[config.mk]
export PLATFORM = sky130hd
export DESIGN_NAME = fir_out_sink
export DESIGN_NICKNAME = d
export VERILOG_FILES = /design/src/rtl/fir_sink_pkg.sv /design/src/rtl/sync_fifo.sv /design/src/rtl/fir_out_sink.sv
export SDC_FILE = /design/constraint.sdc
export NUM_CORES = 1
export LEC_CHECK = 0
export BUFFER_PORTS_ARGS = -buffer_cell sky130_fd_sc_hd__clkbuf_2
export CAP_MARGIN = 40
export CORE_UTILIZATION = 41
export CTS_BUF_LIST = sky130_fd_sc_hd__clkbuf_2 sky130_fd_sc_hd__clkbuf_4 sky130_fd_sc_hd__clkbuf_8
export CTS_CLUSTER_DIAMETER = 60
export DETAILED_ROUTE_END_ITERATION = 12
export GPL_TIMING_DRIVEN = 1
export HOLD_SLACK_MARGIN = 0.15
export SYNTH_ARGS = -nofsm -noshare
export SYNTH_HDL_FRONTEND = slang
export SYNTH_HIERARCHICAL = 1
export SYNTH_SLANG_ARGS = --single-unit
[constraint.sdc]
create_clock -name clk -period 3.2 [get_ports clk]
set_clock_uncertainty 0.1 [all_clocks]
set_input_delay 0.8 -clock clk [delete_from_list [all_inputs] [get_ports clk]]
set_output_delay 0.8 -clock clk [all_outputs]
set_load 0.03 [all_outputs]
[src/rtl/fir_sink_pkg.sv]
// Shared types and the round/saturate helper for the FirFilter output sink.
// The helper works on a fixed maximum width so callers can pass their own widths.
package fir_sink_pkg;

  localparam int MAX_W = 32;

  typedef struct packed {
    logic signed [MAX_W-1:0] data;
    logic                    sat;
  } sink_entry_t;

  // Round half-up by dropping (in_w - out_w) LSBs, then clamp to out_w signed.
  function automatic sink_entry_t round_sat(input logic signed [MAX_W-1:0] din,
                                            input int in_w,
                                            input int out_w);
    sink_entry_t r;
    longint      t;
    longint      hi;
    longint      lo;
    int          s;
    r.data = din;
    r.sat  = 1'b0;
    s      = in_w - out_w;
    if (s > 0) begin
      t  = (longint'(din) + (longint'(1) <<< (s - 1))) >>> s;
      hi = (longint'(1) <<< (out_w - 1)) - 1;
      lo = -(longint'(1) <<< (out_w - 1));
      if (t > hi) begin
        t     = hi;
        r.sat = 1'b1;
      end else if (t < lo) begin
        t     = lo;
        r.sat = 1'b1;
      end
      r.data = t[MAX_W-1:0];
    end
    return r;
  endfunction

endpackage

[src/rtl/sync_fifo.sv]
// Single-clock first-word-fall-through FIFO with wrap-bit pointers and a
// registered occupancy count. A write while full is accepted only if a read fires.
module sync_fifo #(
  parameter int WIDTH = 8,
  parameter int DEPTH = 8
) (
  input  logic                       clk,
  input  logic                       rst,
  input  logic                       wr_en,
  input  logic [WIDTH-1:0]           wr_data,
  input  logic                       rd_en,
  output logic [WIDTH-1:0]           rd_data,
  output logic                       full,
  output logic                       empty,
  output logic [$clog2(DEPTH):0]     level
);

  localparam int AW = $clog2(DEPTH);

  logic [AW:0]      wr_ptr;
  logic [AW:0]      rd_ptr;
  logic [WIDTH-1:0] mem [DEPTH];
  logic             wr_fire;
  logic             rd_fire;

  assign empty   = (wr_ptr == rd_ptr);
  assign full    = (wr_ptr[AW] != rd_ptr[AW]) && (wr_ptr[AW-1:0] == rd_ptr[AW-1:0]);
  assign rd_fire = rd_en && !empty;
  assign wr_fire = wr_en && (!full || rd_fire);

  // The head is forced to zero when empty so the output is clean after reset.
  assign rd_data = empty ? '0 : mem[rd_ptr[AW-1:0]];

  always_ff @(posedge clk) begin
    if (wr_fire) begin
      mem[wr_ptr[AW-1:0]] <= wr_data;
    end
  end

  always_ff @(posedge clk) begin
    if (rst) begin
      wr_ptr <= '0;
      rd_ptr <= '0;
      level  <= '0;
    end else begin
      if (wr_fire) begin
        wr_ptr <= wr_ptr + 1'b1;
      end
      if (rd_fire) begin
        rd_ptr <= rd_ptr + 1'b1;
      end
      case ({wr_fire, rd_fire})
        2'b10:   level <= level + 1'b1;
        2'b01:   level <= level - 1'b1;
        default: level <= level;
      endcase
    end
  end

endmodule

[src/rtl/fir_out_sink.sv]
// Receive side of the FirFilter stream: decimate, round/saturate, buffer,
// and present the words on a ready/valid port with a sticky overflow flag.
module fir_out_sink
  import fir_sink_pkg::*;
#(
  parameter int IN_WIDTH   = 16,
  parameter int OUT_WIDTH  = 12,
  parameter int DECIM      = 4,
  parameter int FIFO_DEPTH = 8
) (
  input  logic                          clk,
  input  logic                          rst,
  input  logic                          valid_in,
  input  logic [IN_WIDTH-1:0]           din,
  output logic                          m_valid,
  input  logic                          m_ready,
  output logic [OUT_WIDTH-1:0]          m_data,
  output logic                          m_sat,
  output logic [$clog2(FIFO_DEPTH):0]   level,
  output logic                          overflow,
  input  logic                          clr_ovf
);

  localparam int PHASE_W = (DECIM > 1) ? $clog2(DECIM) : 1;
  localparam int ENTRY_W = OUT_WIDTH + 1;

  logic [PHASE_W-1:0]      phase;
  logic                    keep;
  logic signed [MAX_W-1:0] din_ext;
  sink_entry_t             rs;
  logic                    s1_valid;
  logic [OUT_WIDTH-1:0]    s1_data;
  logic                    s1_sat;
  logic [ENTRY_W-1:0]      head;
  logic                    fifo_full;
  logic                    fifo_empty;
  logic                    ovf_set;

  assign keep = valid_in && (phase == '0);

  always_ff @(posedge clk) begin
    if (rst) begin
      phase <= '0;
    end else if (valid_in) begin
      phase <= (phase == PHASE_W'(DECIM - 1)) ? '0 : phase + 1'b1;
    end
  end

  assign din_ext = MAX_W'($signed(din));

  always_comb begin
    rs = round_sat(din_ext, IN_WIDTH, OUT_WIDTH);
  end

  generate
    if (OUT_WIDTH < MAX_W) begin : g_unused_hi
      logic unused_hi;
      assign unused_hi = ^rs.data[MAX_W-1:OUT_WIDTH];
    end
  endgenerate

  // Stage 1: a reset drops whatever word is in flight here.
  always_ff @(posedge clk) begin
    if (rst) begin
      s1_valid <= 1'b0;
      s1_data  <= '0;
      s1_sat   <= 1'b0;
    end else begin
      s1_valid <= keep;
      if (keep) begin
        s1_data <= rs.data[OUT_WIDTH-1:0];
        s1_sat  <= rs.sat;
      end
    end
  end

  sync_fifo #(
    .WIDTH (ENTRY_W),
    .DEPTH (FIFO_DEPTH)
  ) u_fifo (
    .clk     (clk),
    .rst     (rst),
    .wr_en   (s1_valid),
    .wr_data ({s1_sat, s1_data}),
    .rd_en   (m_ready),
    .rd_data (head),
    .full    (fifo_full),
    .empty   (fifo_empty),
    .level   (level)
  );

  assign m_valid = !fifo_empty;
  assign m_data  = head[OUT_WIDTH-1:0];
  assign m_sat   = head[OUT_WIDTH];

  // A drop only happens when full and no read frees a slot in the same cycle.
  assign ovf_set = s1_valid && fifo_full && !(m_valid && m_ready);

  always_ff @(posedge clk) begin
    if (rst) begin
      overflow <= 1'b0;
    end else if (ovf_set) begin
      overflow <= 1'b1;
    end else if (clr_ovf) begin
      overflow <= 1'b0;
    end
  end

endmodule

# == Word level (Yosys, flattened, before mapping) ==
# Memory sizes are Yosys's and may differ from the RTL's. A register that Yosys moved wholly into a read port is not among the register bits.
# Cells that the tools add are included.
# totals
regBits,29
mem_bits_rw,104
input_bits,21
output_inout_bits,19
word_cells,49
memories,1
# memory_table
name,depth,width,read_ports,rd_clocked_by_memory_dff,write_ports,line_no,source
u_fifo.mem,8,13,1,1,1,sync_fifo.sv:22,logic [WIDTH-1:0] mem [DEPTH];
# classes
n_addsub,6
n_lt_le_gt_ge,2
eq_ne,6
mux,13
n_reduce_logical,13
# ops
operator,n
$mux 12,2
$add 16x5->17 const B,1
$gt 13x12->1 const B,1
$lt 13x12->1 const B,1
$mux 13,1
$add 4x1->4 const B,3
$pmux 4 s2,1
$logic_and 1x1->1,6
$mux 1,6
$mux 3,2
$eq 2x2->1 const B,2
$eq 4x4->1,1
$reduce_bool 2->1,2
$sub 4x1->4 const B,1
$eq 3x3->1,1
$logic_not 1->1,3
$add 2x1->2 const B,1
$eq 2x1->1 const B,1
$logic_not 2->1,1
$mux 2,1
$logic_or 1x1->1,1
$ne 1x1->1,1

# == Logic depth before layout (Yosys ltp) ==
# Gate-level depths: netlist of the first run.
# depth
depth_word,7
depth_mapped,13
depth_no_buf,12

# == Modules after synthesis ==
# The synthesis of the first run kept the hierarchy.
# modules_own_cells
module,instances,cells_per_inst,area_each_um2,seq_area_each_um2
sync_fifo,1,264,4857.2,3423.3
fir_out_sink,1,125,1061.0,340.3

# == Worst setup path before layout of the first run ==
# No wires, ideal clock.
# synth_path
path_type,in2reg
start,input port m_ready
end,memory u_fifo/mem[4][0] (netlist name) (enable)
setup_ns,0.417
t_arrival_ns,2.463
t_required_ns,2.683
setup_slack_ns,0.220
stages,4
n_path_buf,0
cell_sequence,inv_1 -> a21boi_4 -> inv_1 -> nor4_1
# synth_via
elab_chain_cells,5
# synth_lines
item,line_no,source
"start, declared",fir_out_sink.sv:16,"input logic m_ready,"
$logic_and 1x1->1,sync_fifo.sv:28,assign rd_fire = rd_en && !empty;
$logic_or 1x1->1,sync_fifo.sv:29,assign wr_fire = wr_en && (!full || rd_fire);
$logic_and 1x1->1,sync_fifo.sv:29,
$mux 1,sync_fifo.sv:35,if (wr_fire) begin
$mux 1 (implied by the code),sync_fifo.sv:36,mem[wr_ptr[AW-1:0]] <= wr_data;
"end, declared",sync_fifo.sv:22,
# Every way passes these cells.

==> metrics.md, run 1 <==
| Metric | Value |
|---|---|
| Status | finished clean |
| CTS sink cnt | 136 |
| First-pass GRT wire length | 17.7 mm |
| Pint | 2940 uW |
| Dpl ws | 0.378 ns |
| Top Usage Layer GRT | met2 |
| Hold endpoint | overflow$_SDFFE_PP0P_ |
| Vias per cell | 5.32 |
| Worst r2r path cells | 10 |
| Hold path depth | 2 |
| Iteration-0 DRC Markers | 172 |
| Post-synthesis cell type count | 59 |
| Final period utilization | 0.939 |
| Number of max-cap violations | 0 |
| Clock Tree Buf Depth | 2 |
| DRT Pass-1 Iters | 4 |
| Clk_lat worst skew | 0.43 ns |
| RSZ-0062 raised after global routing | no |
| R2R setup slack | 0.44 ns |
| NetSw | 1100 uW |
| Row Count | 43 |
| CTS Buf Count | 17 |
| Sequential fraction of the synthesis area | 0.636 |
| Clock power share | 0.355 |
| Vias in the first global route | 3344 |
| Fill cells | 1198 |
| Top post-synthesis cells by count | edfxtp_1, nor2_1, dfxtp_1 |
| Setup tns final | 0 ns |
| Grt ovf | 0 |
| Max frequency | 333 MHz |
| Synth area leaders | edfxtp_1, dfxtp_1, mux4_2 |
| Die Span X | 122 um |
| Hold_sp | overflow$_SDFFE_PP0P_ |
| Reg2reg start | u_fifo/wr_ptr[1]$_SDFFE_PP0P_ |
| CTS clk-pin slew, worst paths | 0.08 ns |
| CP arrival | 2.10 ns |
| Hold Crit Class | reg -> reg |
| Fin worst setup slack | 0.196 ns |
| DIE AREA | 14900 um^2 |
| Met3 usage | 0.0431 |
| Crit path max fanout | 10 |
| Synthesized cell area | 5920 um^2 |
| Max VDD drop | 0.252 mV |
| Critical register-to-register path endpoint | u_fifo/level[2]$_SDFFE_PP0P_ |
| Met1 GRT Util | 0.212 |
| Ant. Diodes | 0 |
| Slew of the pin with the lowest slew margin | 0.628 ns |
| Clk root buf | clkbuf_8 |
| Post-synth EDFFs | 104 |
| Leak | 0.00234 uW |
| Via count | 3358 |
| CP Launch Type | register |
| Die Y | 122 um |
| Syn nets | 418 |
| RePlAce Congestion | 0.847 |
| Cell with the most instances after synthesis | edfxtp_1 |
| H-Tree Depth | 4 |
| Yosys top cell by area | edfxtp_1 |
| Critical Path Sink Type | primary output |
| GRT Overall Usage | 0.165 |
| Synth top area share | 0.528 |
| Relative slew slack | 0.581 |
| Residual DRC | 0 |
| Num ports | 40 |
| Initial antenna violation count | 0 |
| Pins Over Slew Limit | 0 |
| Worst EP required | 2.30 ns |
| Sequential cell area | 3770 um^2 |
| Asr flop ratio synth | 0 |
| Post-DRT Antenna Nets | 0 |
| Power share of the combinational group | 0.142 |
| Minimum clock period | 3.00 ns |
| Hpwl dp | 7.00 mm |
| CTS tree | done |
| WL final | 11.0 mm |
| Met2 Resource Use GR | 0.264 |
| Crit path kind | reg -> out |
| Number of port buffers | 36 |
| Final setup vio count | 0 |
| Layout cells sized above 1 | 0.299 |
| Nets | 467 |
| Yosys reg bits | 136 |
| Syn_area_per_cell | 15.2 um^2 |
| Routed WL per cell | 17.5 um |
| Syn Inst Count | 389 |
| Initial Util | 0.423 |
| Synth Warn # | 6 |
| Reg power frac | 0.503 |
| Ys flop type | edfxtp_1 |
| Largest net degree at the start of global routing | 33 |
| Final hold violations | 0 |
| Net Sw Frac | 0.273 |
| CORE AREA | 14000 um^2 |
| Pwr/cell area | 597 nW/um^2 |
| Area of the multi-input gates | 2020 um^2 |
| Layout area overhead | 14.5% |
==> layout by cell type, fill, tap and decap left out, types with 3 or more instances in the layout <==
master and instances:
mux4_2 26, buf_4 14, xor2_1 10, clkbuf_8 18, and2_1 3, inv_1 13
a21oi_1 12, mux2i_1 21, or3_1 3, nor4_2 5, nor2_1 35, and3_1 4
o21ai_0 6, clkinvlp_4 3, edfxtp_1 104, ha_1 8, nand2b_1 4, nand3_1 10
nor2b_1 3, a211oi_1 6, nand2_1 10, nand4_1 6, dfxtp_1 30, inv_6 4
xnor2_1 6, clkbuf_2 36
==> power by group through the flow <==
stage	registers, uW	clock network (uW)	logic [uW]
floorplan	2060	0	427
global placement	2070	0	581
detailed placement	2080	0	587
CTS	2040	1470	588
global route	2050	1550	633
finish	2040	1430	575
==> layout make-up <==
type	instances	area share
Clock buffer	18	0.0366
Multi-Input combinational cell	218	0.298
Sequential cell	136	0.556
Clock inverter	14	0.0240
Inverter	14	0.00775
Tap cell	180	0.0332
Timing Repair Buffer	51	0.0450
==> kinds of logic (layout without fill, tap and decap cells) <==
| logic type | count (synthesis) | in the layout | synth area share |
|---|---|---|---|
| compound gates | 44 | 44 | 0.0590 |
| xor+xnor | 18 | 18 | 0.0292 |
| fa+ha+maj | 8 | 8 | 0.0169 |
| buf+inv | 35 | 97 | 0.0281 |
| flops | 136 | 136 | 0.636 |
| mux | 50 | 50 | 0.140 |
| simple gates | 98 | 98 | 0.0907 |
==> state kept, by name, indices dropped and copies added (netlist names), named ones only <==
register and cells:
overflow 1, phase 2, s1_data 12, s1_sat 1, s1_valid 1, u_fifo/level 4, u_fifo/mem 104, u_fifo/rd_ptr 4
u_fifo/wr_ptr 4
==> worst max path at each step <==
stage / startpoint / endpoint / slack, ns / cells after the start
floorplan: m_ready / u_fifo/mem[4][0]$_DFFE_PP_ / 0.22 / 4
global placement: m_ready / u_fifo/level[2]$_SDFFE_PP0P_ / 0.41 / 11
detailed placement: m_ready / u_fifo/level[2]$_SDFFE_PP0P_ / 0.38 / 11
CTS: register / m_data[6] / 0.12 / 5
global route: u_fifo/wr_ptr[1]$_SDFFE_PP0P_ / m_valid / 0.007 / 5
finish: register / m_data[6] / 0.20 / 5
==> worst max-delay path, cell delays in order, from the launching register on <==
cell	delay [ns]
dfxtp_1	0.65
buf_4	0.28
mux4_2	0.30
mux2i_1	0.18
nor2_1	0.07
clkbuf_2	0.18
==> per-stage QoR <==
stage	utilization	instances	total power [uW]	cell area, um^2	hold slack (ns)
CTS	0.484	631	4090	6780	0.418
global route	0.485	631	4230	6780	0.459
finish	0.485	631	4050	6780	0.414
detailed placement	0.455	599	2670	6370	0.387
global placement	0.455	599	2650	6370	0.389
floorplan	-	389	2490	5920	0.387
==> what timing repair did <==
item                       CTS  global route
setup endpoints to repair    0             1
hold endpoints to repair     0             0
setup buffers                0             0
resized for setup            0             1
hold buffers                 0             0
==> metal layers <==
layer  up-vias  wire (um)
met5         -          0
met4         0        134
met3        10        419
met2        71       5420
met1      1675       5040
li1       1602          -
No activity file was read; power rests on OpenSTA's default activity.
==> inputs of run 2 (changes only) <==
- BUFFER_PORTS_ARGS: -buffer_cell sky130_fd_sc_hd__clkbuf_2 -> unset
- DONT_BUFFER_PORTS: unset -> 1
==> run 2 against run 1 <==
Compared with the run above: worst hold slack got worse by 0.079 ns; combinational power down 11%; setup slack got worse by 0.017 ns; critical path depth is 1 lower; critical path type unchanged; highest routed layer unchanged.
==> metrics.md, run 2 (synthesized netlist as in run 1, its figures left out) <==
| Metric | Value |
|---|---|
| Hold slack final | 0.336 ns (-0.0787 ns) |
| Critical register-to-register path endpoint | u_fifo/level[2]$_SDFFE_PP0P_ |
| Initial Util | 0.423 (unchanged) |
| Hpwl dp | 7.22 mm (+3.1%) |
| First-pass GRT wire length | 17.5 mm (-1.1%) |
| Layout area overhead | 12.3% |
| R2R setup slack | 0.31 ns (-0.13 ns) |
| Post-DRT Antenna Nets | 0 (unchanged) |
| RePlAce Congestion | 0.842 (-0.67%) |
| Relative slew slack | 0.626 (+0.0444) |
| Layout cells sized above 1 | 0.244 (-0.0553) |
| Initial antenna violation count | 0 (unchanged) |
| Final hold violations | 0 (unchanged) |
| RSZ-0062 raised after global routing | yes |
| Max VDD drop | 0.279 mV (+11%) |
| Row Count | 43 (unchanged) |
| Grt ovf | 0 (unchanged) |
| Minimum clock period | 3.02 ns (+0.0174 ns) |
| Max frequency | 331 MHz (-0.58%) |
| H-Tree Depth | 4 (unchanged) |
| Largest net degree at the start of global routing | 33 (unchanged) |
| GRT Overall Usage | 0.163 (-0.00228) |
| Die Y | 122 um (unchanged) |
| Most common cell after layout, fill and taps aside | edfxtp_1 |
| DIE AREA | 14900 um^2 (unchanged) |
| Max reg flops | 104 (unchanged) |
| Pwr/cell area | 612 nW/um^2 (+2.6%) |
| WL final | 11.3 mm (+2.2%) |
| Worst r2r path cells | 12 (+2) |
| Crit path kind | reg -> out |
| Crit path max fanout | 14 (+4) |
| Via count | 3202 (-4.6%) |
| Routed WL per cell | 18.8 um (+7.9%) |
| CTS sink cnt | 136 (unchanged) |
| CP Launch Type | register |
| Worst EP required | 2.30 ns (about the same) |
| CORE AREA | 14000 um^2 (unchanged) |
| Hold Crit Class | in -> reg |
| CP arrival | 2.12 ns (+0.02 ns) |
| Hold endpoint | s1_data[7]$_SDFFE_PP0P_ |
| Residual DRC | 0 (unchanged) |
| Top library cells by usage in the layout, fill and taps aside | edfxtp_1, nor2_1, dfxtp_1, mux4_2, mux2i_1 |
| Leak | 0.00221 uW (-5.4%) |
| Clk root buf | clkbuf_8 |
| Clock Tree Buf Depth | 2 (unchanged) |
| Number of port buffers | 0 (-100%) |
| Hold path depth | 1 (-1) |
| Pwr Total | 4070 uW (+0.57%) |
| Num ports | 40 (unchanged) |
| DRT Pass-1 Iters | 4 (unchanged) |
| Clk_lat worst skew | 0.42 ns (about the same) |
| Vias per cell | 5.35 (+0.62%) |
| Vias in the first global route | 3256 (-2.6%) |
| Iteration-0 DRC Markers | 156 (-9.3%) |
| Hold_sp | rst |
| Pins Over Slew Limit | 0 (unchanged) |
| Final setup vio count | 0 (unchanged) |
| Ant. Diodes | 0 (unchanged) |
| Die Span X | 122 um (unchanged) |
| Status | finished clean |
| Critical Path Sink Type | primary output |
| CTS clk-pin slew, worst paths | 0.08 ns (about the same) |
| Final period utilization | 0.944 (+0.00544) |
| Number of max-cap violations | 0 (unchanged) |
| Finished Core Util | 0.475 (-0.00948) |
| CTS Buf Count | 17 (unchanged) |
| Nets | 434 (-7.1%) |
| Reg2reg start | u_fifo/wr_ptr[2]$_SDFFE_PP0P_ |
| Slew of the pin with the lowest slew margin | 0.559 ns (-0.0687 ns) |
| CTS tree | done |
[run 2: cell count changes in the layout (fill, tap and decap cells not counted), moves of 2 or more]
cell,before,now
inv_8,2,0
clkinv_2,1,3
bufinv_16,2,4
clkbuf_2,36,0
nor2_1,35,33
buf_4,14,17
nor2_2,0,2
[run 2: report_power, final]
part	switching (uW)	internal [uW]
Sequential	89.0	1960
Combinational	292	220
Clock	652	851
Total	1030	3040
[run 2: metrics by stage]
stage | std cells | instance area, um^2 | setup slack, ns | TNS (ns)
after floorplan | 389 | 5920 | 0.220 | 0
after global placement | 566 | 6210 | 0.454 | 0
after detailed placement | 566 | 6210 | 0.355 | 0
after CTS | 598 | 6640 | 0.108 | 0
after global routing | 598 | 6650 | -0.00462 | -0.00832
final | 598 | 6650 | 0.179 | 0
[run 2: layout make-up]
| type | instances | area (um^2) |
|---|---|---|
| timing repair buffer | 18 | 148 |
| fill | 1242 | 7340 |
| clock inverter | 15 | 198 |
| sequential | 136 | 3760 |
| clock buffer | 17 | 234 |
| inverter | 14 | 52.6 |
| tap | 180 | 225 |
| multi-input combinational | 218 | 2020 |
[run 2: worst max-delay path: stages (launching register included)]
cell and delay (ns):
dfxtp_1 0.56, xor2_1 0.36, nor4_2 0.09, buf_4 0.21
nor2_1 0.47
[run 2: worst max path at each step]
stage | from | to | slack (ns) | depth (start not counted)
after global placement | u_fifo/wr_ptr[2]$_SDFFE_PP0P_ | u_fifo/level[2]$_SDFFE_PP0P_ | 0.45 | 12
after detailed placement | u_fifo/wr_ptr[2]$_SDFFE_PP0P_ | u_fifo/level[2]$_SDFFE_PP0P_ | 0.36 | 12
after CTS | register | m_data[0] | 0.11 | 5
after global routing | u_fifo/wr_ptr[1]$_SDFFE_PP0P_ | m_data[4] | -0.005 | 4
after floorplan | m_ready | u_fifo/mem[4][0]$_DFFE_PP_ | 0.22 | 4
final | u_fifo/wr_ptr[1]$_SDFFE_PP0P_ | m_data[10] | 0.18 | 4
[run 2: metal layers]
layer,part of all wire,vias to the layer above,GRT usage,wire [um]
li1,-,1533,-,-
met1,0.45,1607,0.211,5020
met2,0.51,60,0.260,5730
met3,0.041,2,0.0562,456
met4,0.0048,0,0.0434,54
met5,0,-,0,0
[run 2: repair_timing]
item,CTS,global route
setup endpoints to repair,0,2
gates resized for setup,0,2
buffers inserted,0,0
hold buffers,0,0
hold endpoints to repair,0,0
==> inputs of run 3 (changes only) <==
- CORE_MARGIN: unset -> 10
- SYNTH_HIERARCHICAL: 1 -> unset
==> run 3 against run 2 <==
Compared with the run above: total power is 1.9% lower; clock power decreased by 8%; setup slack better by 0.050 ns; sequential power is essentially flat; first-iteration DRC count increased by 49%; routed wire length decreased by 2.6%; core utilization down 0.12 points; area after synthesis fell by 2.7%; worst hold slack lost 0.0064 ns; fmax increased by 1.7%; flip-flop and latch count unchanged; largest cell class unchanged.
==> metrics.md, run 3 <==
| Metric | Value |
|---|---|
| Synthesized cell area | 5760 um^2 (-2.7%) |
| Status | finished clean |
| Hold Crit Class | in -> reg |
| CP arrival | 2.07 ns (-0.05 ns) |
| Post-DRT Antenna Nets | 0 (unchanged) |
| Most common cell after layout, fill and taps aside | edfxtp_1 |
| Die Y | 138 um (+13%) |
| CTS tree | done |
| Clk_lat worst skew | 0.43 ns (about the same) |
| CTS Buf Count | 17 (unchanged) |
| Clk root buf | clkbuf_8 |
| Setup tns final | 0 ns (unchanged) |
| Placed cell count | 561 (-0.88%) |
| Post-synthesis mux area share | 0.139 (-0.00126) |
| Row Count | 43 (unchanged) |
| Initial antenna violation count | 0 (unchanged) |
| Synth Warn # | 0 (-6) |
| Syn Inst Count | 372 (-4.4%) |
| Sequential fraction of the synthesis area | 0.654 (+0.0180) |
| Slowest-stage cell, CP | dfxtp_1 |
| Yosys top cell by area | edfxtp_1 |
| DIE AREA | 19200 um^2 (+29%) |
| H-Tree Depth | 4 (unchanged) |
| Layout cells sized above 1 | 0.276 (+0.0320) |
| Pwr/cell area | 610 nW/um^2 (-0.45%) |
| Relative slew slack | 0.580 (-0.0457) |
| CTS clk-pin slew, worst paths | 0.07 ns (about the same) |
| Iteration-0 DRC Markers | 233 (+49%) |
| Worst EP required | 2.30 ns (about the same) |
| Max VDD drop | 0.209 mV (-25%) |
| Grt ovf | 0 (unchanged) |
| Final setup vio count | 0 (unchanged) |
| Simple-Gate Fraction of Synth Area | 0.0830 (-0.00765) |
| Minimum clock period | 2.97 ns (-0.0504 ns) |
| CP Launch Type | register |
| Post-synth EDFFs | 104 (unchanged) |
| Synth top area share | 0.543 (+0.0149) |
| Asr flop ratio synth | 0 (unchanged) |
| Hold buffers post-CTS | 0 (unchanged) |
| Fill cells | 1176 (-5.3%) |
| Pwr Total | 3990 uW (-1.9%) |
| Crit path max fanout | 14 (unchanged) |
| Vias per cell | 5.24 (-2.2%) |
| Worst r2r path cells | 10 (-2) |
| Synth Area in XOR/XNOR | 0.0198 (-0.00939) |
| Yosys reg bits | 136 (unchanged) |
| Top post-synthesis cells by count | edfxtp_1, nor2_1, dfxtp_1 |
| Ys flop type | edfxtp_1 |
| DRT Pass-1 Iters | 5 (+1) |
| Initial Util | 0.416 (-0.00682) |
| Crit path kind | reg -> out |
| Syn nets | 402 (-3.8%) |
| RePlAce Congestion | 0.729 (-13%) |
| Setup bufs post-CTS | 0 (unchanged) |
| Final hold violations | 0 (unchanged) |
| Final period utilization | 0.928 (-0.0157) |
| Post-synthesis cell type count | 47 (-20%) |
| Nets | 430 (-0.92%) |
| Largest net degree at the start of global routing | 37 (+12%) |
| Number of max-cap violations | 0 (unchanged) |
| CORE AREA | 13800 um^2 (-1.2%) |
| Cell with the most instances after synthesis | edfxtp_1 |
| Number of port buffers | 0 (unchanged) |
| Leak | 0.00219 uW (-0.91%) |
| RSZ-0062 raised after global routing | no |
| Pins Over Slew Limit | 0 (unchanged) |
| CTS sink cnt | 136 (unchanged) |
| Num ports | 40 (unchanged) |
| Via count | 3105 (-3.0%) |
| GRT Overall Usage | 0.116 (-0.0467) |
| Residual DRC | 0 (unchanged) |
| Compound-gate portion of the synthesized area | 0.0580 (-0.000942) |
| Layout area overhead | 13.8% |
| Final Non-Filler Cells | 593 (-0.84%) |
| Critical Path Sink Type | primary output |
| Synth Area in Adders | 0.0209 (+0.00396) |
| Routed WL per cell | 18.5 um (-1.8%) |
| Largest family of logic cells by synthesized area | multiplexers |
| Slew of the pin with the lowest slew margin | 0.629 ns (+0.0697 ns) |
| Syn_area_per_cell | 15.5 um^2 (+1.7%) |
| Max frequency | 337 MHz (+1.7%) |
| Clock Tree Buf Depth | 2 (unchanged) |
| Crit-path cells | xor2_1 -> or3_1 -> nor2_1 -> buf_4 -> nor2_1 -> buf_4 |
| Die Span X | 138 um (+13%) |
| Slowest stage delay, CP | 0.41 ns (-0.15 ns) |
| Vias in the first global route | 3131 (-3.8%) |
| First-pass GRT wire length | 17.3 mm (-1.4%) |
| Hold path depth | 1 (unchanged) |
| Hpwl dp | 6.88 mm (-4.7%) |
| Max reg flops | 104 (unchanged) |
| Top library cells by usage in the layout, fill and taps aside | edfxtp_1, nor2_1, dfxtp_1, buf_4, mux4_2 |
| Synth area leaders | edfxtp_1, dfxtp_1, mux4_2 |
| WL final | 11.0 mm (-2.6%) |
| Ant. Diodes | 0 (unchanged) |
[run 3: cell count changes after synthesis, moves of 5 or more]
cell	previous run	this run
clkbuf_1	5	15
a211oi_1	6	1
a211oi_2	0	10
nor2_1	35	45
nand3_1	10	5
nand4_1	6	1
a21oi_1	12	7
[run 3: path summary, 6_finish.rpt]
check	start	end	slack [ns]
hold reg to reg	u_fifo.rd_ptr[3]$_SDFFE_PP0N_	u_fifo.rd_ptr[3]$_SDFFE_PP0N_	0.40
setup reg to reg	u_fifo.wr_ptr[3]$_SDFFE_PP0P_	u_fifo.level[3]$_SDFFE_PP0P_	0.30
setup / recovery	u_fifo.rd_ptr[0]$_SDFFE_PP0N_	m_data[0]	0.23
hold / removal	rst	s1_data[1]$_SDFFE_PP0P_	0.33
[run 3: cell families after synthesis]
kind of cell | after synthesis
adders and majority gates | 9
muxes | 47
AOI/OAI and AO/OA | 40
buffers and inverters | 34
and+or+nand+nor | 93
xor gates and xnor gates | 13
DFF | 136
[run 3: report_power, final]
part | internal, uW | switching (uW)
combinational | 252 | 310
clock | 707 | 676
sequential | 1970 | 81.9
[run 3: repair_timing]
item / in CTS / in global routing
setup endpoints to repair: 0 / 15
endpoints found under the hold margin: 0 / 0
gates resized for setup: 0 / 4
[run 3: layout make-up]
class | count | area (um^2) | share of cell area
Tap cell | 180 | 225 | 0.0344
Timing Repair Buffer | 30 | 238 | 0.0363
Multi-Input combinational cell | 202 | 1880 | 0.287
Clock buffer | 18 | 241 | 0.0369
Sequential cell | 136 | 3770 | 0.575
Clock inverter | 14 | 148 | 0.0225
Inverter | 13 | 48.8 | 0.00745
[run 3: worst max-delay path, delay by kind of cell (launching register included)]
kind / cells / cell delay (ns)
buf+inv: 2 / 0.43
xor+xnor: 1 / 0.13
simple gates: 3 / 0.67
flops: 1 / 0.41
[run 3: metal layers]
layer | up-vias | routed length [um] | track usage
met3 | 14 | 469 | 0.0356
met5 | - | 0 | 0
met1 | 1550 | 4850 | 0.135
li1 | 1483 | - | -
met2 | 58 | 5490 | 0.195
met4 | 0 | 155 | 0.0466
[run 3: stage by stage]
step | utilization | hold WS, ns | setup slack (ns) | area, um^2
finish | 0.474 | 0.329 | 0.229 | 6550
global route | 0.474 | 0.288 | 0.0726 | 6550
global placement | 0.445 | 0.375 | 0.211 | 6150
floorplan | - | 0.370 | 0.0557 | 5760
detailed placement | 0.445 | 0.391 | 0.156 | 6150
CTS | 0.473 | 0.296 | 0.0322 | 6540
